[src/rtl/axi4lite_flash_reader.sv]
// AXI4-lite read master: streams word_count 64-bit words from the flash slave into a valid/ready sink.
// Optional build macro AXI4LITE_FLASH_READER_ABORT_ON_ERR_EN: first error response stops issue and discards data.
module axi4lite_flash_reader #(
   parameter int ADDR_WIDTH      = 24,
   parameter int DATA_WIDTH      = 64,
   parameter int LEN_WIDTH       = 16,
   parameter int MAX_OUTSTANDING = 2
) (
   input  logic                  clk,
   input  logic                  rst,
   input  logic                  start,
   input  logic [ADDR_WIDTH-1:0] start_addr,
   input  logic [LEN_WIDTH-1:0]  word_count,
   output logic                  busy,
   output logic                  done,
   output logic                  error,
   output logic [DATA_WIDTH-1:0] out_data,
   output logic                  out_valid,
   input  logic                  out_ready,
   output logic [ADDR_WIDTH-1:0] araddr,
   output logic [2:0]            arprot,
   output logic                  arvalid,
   input  logic                  arready,
   input  logic [DATA_WIDTH-1:0] rdata,
   input  logic [1:0]            rresp,
   input  logic                  rvalid,
   output logic                  rready
);

   localparam int CNT_W = $clog2(MAX_OUTSTANDING + 1);
   localparam int PTR_W = (MAX_OUTSTANDING > 1) ? $clog2(MAX_OUTSTANDING) : 1;
   localparam logic [ADDR_WIDTH-1:0] STRIDE   = ADDR_WIDTH'(DATA_WIDTH / 8);
   localparam logic [CNT_W:0]        CREDITS  = (CNT_W + 1)'(MAX_OUTSTANDING);
   localparam logic [PTR_W-1:0]      LAST_PTR = PTR_W'(MAX_OUTSTANDING - 1);

   typedef enum logic [1:0] {IDLE, RUN, DRAIN, FIN} state_t;

   state_t                state_q, state_d;
   logic [ADDR_WIDTH-1:0] addr_q, addr_d;
   logic                  arvalid_q, arvalid_d;
   logic [LEN_WIDTH-1:0]  count_q, count_d;
   logic [LEN_WIDTH-1:0]  issued_q, issued_d;
   logic [CNT_W-1:0]      outst_q, outst_d;
   logic [CNT_W-1:0]      occ_q, occ_d;
   logic [PTR_W-1:0]      wr_ptr_q, wr_ptr_d;
   logic [PTR_W-1:0]      rd_ptr_q, rd_ptr_d;
   logic [DATA_WIDTH-1:0] mem_q [MAX_OUTSTANDING];
   logic [DATA_WIDTH-1:0] mem_d [MAX_OUTSTANDING];
   logic                  busy_q, busy_d;
   logic                  done_q, done_d;
   logic                  error_q, error_d;
`ifdef AXI4LITE_FLASH_READER_ABORT_ON_ERR_EN
   logic                  abort_q, abort_d;
`endif
   logic                  ar_hs, r_hs, r_err, push, pop, stop_issue;

   always_comb begin
      ar_hs = arvalid_q & arready;
      r_hs  = busy_q & rvalid;
      r_err = r_hs & (rresp != 2'b00);
      pop   = (occ_q != '0) & out_ready;
`ifdef AXI4LITE_FLASH_READER_ABORT_ON_ERR_EN
      abort_d    = (state_q == IDLE) ? 1'b0 : (abort_q | r_err);
      push       = r_hs & ~r_err & ~abort_q;
      stop_issue = abort_d;
`else
      push       = r_hs;
      stop_issue = 1'b0;
`endif
      state_d   = state_q;
      addr_d    = ar_hs ? (addr_q + STRIDE) : addr_q;
      arvalid_d = 1'b0;
      count_d   = count_q;
      issued_d  = issued_q + LEN_WIDTH'(ar_hs);
      outst_d   = outst_q + CNT_W'(ar_hs) - CNT_W'(r_hs);
      occ_d     = occ_q + CNT_W'(push) - CNT_W'(pop);
      wr_ptr_d  = push ? ((wr_ptr_q == LAST_PTR) ? '0 : wr_ptr_q + PTR_W'(1)) : wr_ptr_q;
      rd_ptr_d  = pop  ? ((rd_ptr_q == LAST_PTR) ? '0 : rd_ptr_q + PTR_W'(1)) : rd_ptr_q;
      mem_d     = mem_q;
      if (push) mem_d[wr_ptr_q] = rdata;
      error_d   = error_q | r_err;
      done_d    = 1'b0;

      case (state_q)
         IDLE: begin
            if (start) begin
               error_d  = 1'b0;
               addr_d   = start_addr;
               count_d  = word_count;
               issued_d = '0;
               if (word_count != '0) begin
                  state_d   = RUN;
                  arvalid_d = 1'b1;
               end else begin
                  state_d = FIN;
                  done_d  = 1'b1;
               end
            end
         end
         RUN: begin
            // A presented request is held until accepted; otherwise re-evaluate credit on next-cycle counts.
            if (arvalid_q & ~arready)
               arvalid_d = 1'b1;
            else
               arvalid_d = ~stop_issue & (issued_d != count_q) &
                           (({1'b0, outst_d} + {1'b0, occ_d}) < CREDITS);
            if ((issued_d == count_q) || (stop_issue && !arvalid_d))
               state_d = DRAIN;
         end
         DRAIN: begin
            if ((outst_q == '0) && (occ_q == '0)) begin
               state_d = FIN;
               done_d  = 1'b1;
            end
         end
         FIN: state_d = IDLE;
      endcase

      busy_d = (state_d == RUN) || (state_d == DRAIN);
   end

   always_ff @(posedge clk or negedge rst) begin
      if (!rst) begin
         state_q   <= IDLE;
         addr_q    <= '0;
         arvalid_q <= 1'b0;
         count_q   <= '0;
         issued_q  <= '0;
         outst_q   <= '0;
         occ_q     <= '0;
         wr_ptr_q  <= '0;
         rd_ptr_q  <= '0;
         for (int i = 0; i < MAX_OUTSTANDING; i++) mem_q[i] <= '0;
         busy_q    <= 1'b0;
         done_q    <= 1'b0;
         error_q   <= 1'b0;
`ifdef AXI4LITE_FLASH_READER_ABORT_ON_ERR_EN
         abort_q   <= 1'b0;
`endif
      end else begin
         state_q   <= state_d;
         addr_q    <= addr_d;
         arvalid_q <= arvalid_d;
         count_q   <= count_d;
         issued_q  <= issued_d;
         outst_q   <= outst_d;
         occ_q     <= occ_d;
         wr_ptr_q  <= wr_ptr_d;
         rd_ptr_q  <= rd_ptr_d;
         for (int i = 0; i < MAX_OUTSTANDING; i++) mem_q[i] <= mem_d[i];
         busy_q    <= busy_d;
         done_q    <= done_d;
         error_q   <= error_d;
`ifdef AXI4LITE_FLASH_READER_ABORT_ON_ERR_EN
         abort_q   <= abort_d;
`endif
      end
   end

   // rready follows busy: the credit rule already reserved a FIFO slot for every accepted read.
   assign busy      = busy_q;
   assign done      = done_q;
   assign error     = error_q;
   assign out_valid = (occ_q != '0);
   assign out_data  = mem_q[rd_ptr_q];
   assign araddr    = addr_q;
   assign arprot    = 3'b000;
   assign arvalid   = arvalid_q;
   assign rready    = busy_q;

endmodule

[config.mk]
export PLATFORM = sky130hd
export DESIGN_NAME = axi4lite_flash_reader
export DESIGN_NICKNAME = d
export VERILOG_FILES = /design/src/rtl/axi4lite_flash_reader.sv
export SDC_FILE = /design/constraint.sdc
export NUM_CORES = 1
export LEC_CHECK = 0
export CAP_MARGIN = 20
export CORE_MARGIN = 10
export CORE_UTILIZATION = 47
export CTS_BUF_LIST = sky130_fd_sc_hd__clkbuf_4
export CTS_CLUSTER_SIZE = 12
export DETAILED_ROUTE_END_ITERATION = 10
export PLACE_DENSITY = 0.78
export SYNTH_ARGS = -nofsm -noshare
export SYNTH_HDL_FRONTEND = slang
export SYNTH_SLANG_ARGS = --single-unit
[constraint.sdc]
create_clock -name clk -period 2.4 [get_ports clk]
set_clock_uncertainty 0.05 [all_clocks]
set_input_delay 0.36 -clock clk [delete_from_list [all_inputs] [get_ports clk]]
set_output_delay 0.36 -clock clk [all_outputs]
set_load 0.05 [all_outputs]
==> impl_metrics.json <==
{
  "grt_start_max_net_pins": 69,
  "cts_made_buffers": 17,
  "globalplace.congestion": 0.844,
  "postRouteAntennaNets": 0,
  "cts_num_sinks": 196,
  "routed_wl_um": 22000,
  "grt-ovfl-total": 0,
  "layout_commonest_cell": "mux2_2",
  "min_period_ns": 2.53,
  "async_reset_ff_frac": 1.00,
  "synth_ff_type": "dfrtp_1",
  "powerDensity_nw_per_um2": 1520,
  "synth-seq-cells": 196,
  "clkTransAtPathRegs_ns": 0.16,
  "violations": "negative setup slack",
  "coreArea_um2": 19300,
  "cap_violations": 0,
  "cp-start-kind": "flip-flop",
  "antenna_found_initial": 0,
  "drt_iter0_markers": 322,
  "leakagePower_uw": 0.00517,
  "htreeDepth": 4,
  "peakVddDrop_v": 0.000990,
  "drcViolationCount": 0,
  "syn-instance-count": 716,
  "worst_setup_path_end_kind": "flip-flop",
  "max_stage_delay_ns": 0.48,
  "r2r_end": "arvalid",
  "worstMarginPinSlew_ns": 0.590,
  "crit_buf_inv": 2,
  "grt_pass1_vias": 6541,
  "crit_required_ns": 2.83,
  "rows": 51,
  "finalSetupViolations": 1,
  "vias": 6338,
  "netlist_area_um2": 9190,
  "dr.pass1.iters": 4,
  "setup_ws_ns": -0.134,
  "cts_root_buf": "clkbuf_4",
  "ys_warn_count": 0,
  "slowest_stage": "fa_1",
  "routedWlPerCell_um": 17.9,
  "grt_pass1_wl_um": 35400,
  "hold_path.class": "in -> async",
  "hold_violations": 0,
  "cp_data_arrival_time_ns": 2.97,
  "r2r_cells": 12,
  "finalCritPeriodShare": 1.06,
  "ioPinCount": 209,
  "relSlewSlack": 0.603,
  "antenna_cells": 0,
  "synth_cell_types": 51,
  "fmax_ghz": 0.395,
  "die_w_um": 160,
  "crit_type": "reg -> reg",
  "synth_edf_count": 0,
  "setup_tns_ns": -0.134,
  "r2r-start": "occ_q[0]",
  "final_cell_mix": "mux2_2 (210), dfrtp_1 (193), clkdlybuf4s50_1 (135), buf_4 (106), nand2_1 (43)",
  "ys_seq_area_frac": 0.533,
  "status": "complete, but fails checks",
  "rsz0062_at_grt": "yes",
  "dp_hpwl_um": 15900,
  "crit_family": "adder cells",
  "crit_chain": "or2_4 -> and2_4 -> ha_4 -> inv_2 -> ha_4 -> xnor2_2 -> xnor2_2 -> inv_1 -> fa_1 -> nand2_1 -> a31o_2 -> a21oi_2",
  "cp_max_fo": 2,
  "finalNetCount": 1075,
  "clk_latency_ns": 0.56,
  "fp.dieArea_um2": 25600,
  "drive_gt1_frac": 0.402,
  "portBuffers": 205,
  "fin_util": 0.628,
  "vias_per_cell": 5.14,
  "start_util": 0.476,
  "finalMaxSlewViolations": 0,
  "clockBufferDepth": 2,
  "cts_tree": "yes",
  "ff2ff_setup_slack_ns": -0.13,
  "grt_usage": 0.169,
  "place_ws_ns": -0.581,
  "syn_avg_cell_area_um2": 12.8,
  "die_h_um": 160,
  "area_growth_pct": 32.2,
  "crit_cells": 12
}
-- power by group --
part / switching, µW / total [µW] / leakage, µW / internal [µW]
combinational: 6410 / 10900 / 0.00270 / 4530
clock: 1180 / 1720 / 0.000140 / 542
sequential: 978 / 5840 / 0.00233 / 4860
total: 8570 / 18500 / 0.00517 / 9930
-- metal layers --
layer / GRT usage / vias up / wire (µm)
li1: - / 3009 / -
met5: 0 / - / 0
met3: 0.0548 / 16 / 1530
met4: 0.0317 / 0 / 153
met2: 0.261 / 201 / 10100
met1: 0.229 / 3112 / 10200
-- worst max-delay path by stage --
stage / from / end / slack [ns]
after floorplan: occ_q[0] / arvalid / -0.19
after global placement: arready / state_q[0] / -0.47
after detailed placement: arready / state_q[0] / -0.58
after CTS: occ_q[0] / arvalid / -0.17
after global routing: occ_q[1] / arvalid / -0.25
final: occ_q[0] / arvalid / -0.13
-- worst register-to-register path: cells and delay by family (launching register included) --
family | cells | cell delay, ns
flops | 1 | 0.40
simple gates | 3 | 0.46
compound gates | 2 | 0.29
xor+xnor | 2 | 0.29
fa+ha+maj | 3 | 0.89
buf+inv | 2 | 0.11
-- cell type report --
cell class                      count  area [µm²]
Timing Repair Buffer              255        2370
Inverter                           12        47.5
Tap cell                          265         332
Fill cell                        1544        7180
Multi-Input combinational cell    472        4210
Clock buffer                       17         128
Sequential cell                   196        4910
Clock inverter                     15         151
-- cells by family (layout without fill, tap and decap cells) --
family	count (synthesis)	count (layout)	share of synthesized area
mux	212	212	0.260
flops	196	196	0.533
simple gates	151	151	0.0838
xor+xnor	50	50	0.0536
buf+inv	50	299	0.0248
compound gates	47	47	0.0313
fa+ha+maj	9	9	0.0131
other cells	1	3	0.000408
-- through the flow --
step,power [µW],instance area (µm²),hold WS (ns),std cells
detailed placement,16800,11700,0.334,1194
CTS,18500,12000,0.224,1229
global placement,16600,11700,0.329,1194
finish,18500,12200,0.276,1232
floorplan,13500,9260,0.0144,718
global route,19600,12200,0.233,1232
-- repair_timing --
action	in CTS	in global routing
gates cloned	0	1
setup buffers	2	2
hold buffers	1	0
pin swaps	1	6
endpoints found under the hold margin	59	0
resized for setup	5	16
endpoints found under the setup margin	5	13
-- synth_stat cells, drive strengths merged, types with 2 or more instances --
master	n	area, µm²
mux2	211	2380
dfrtp	196	4900
nand2	45	169
nor2	31	116
o21ai	29	145
clkbuf	28	105
xnor2	27	236
xor2	19	166
nand3	13	65.1
inv	12	45.0
nor4	11	68.8
buf	10	77.6
nand4	10	83.8
nor3	9	50.1
ha	8	100
and3	5	31.3
or3	5	31.3
a21oi	4	23.8
and2	4	25.0
or2	4	25.0
xnor3	4	90.1
nor2b	3	18.8
nor3b	3	22.5
a2111oi	2	17.5
a31o	2	17.5
and4	2	17.5
nand2b	2	12.5
-- state kept, by name, indices dropped and copies added, names as in the netlist, 2 cells and up --
signal / flops
occ_q: 2
count_q: 16
mem_q: 128
araddr: 24
state_q: 2
issued_q: 16
outst_q: 2
(Power assumes the default switching activity.)
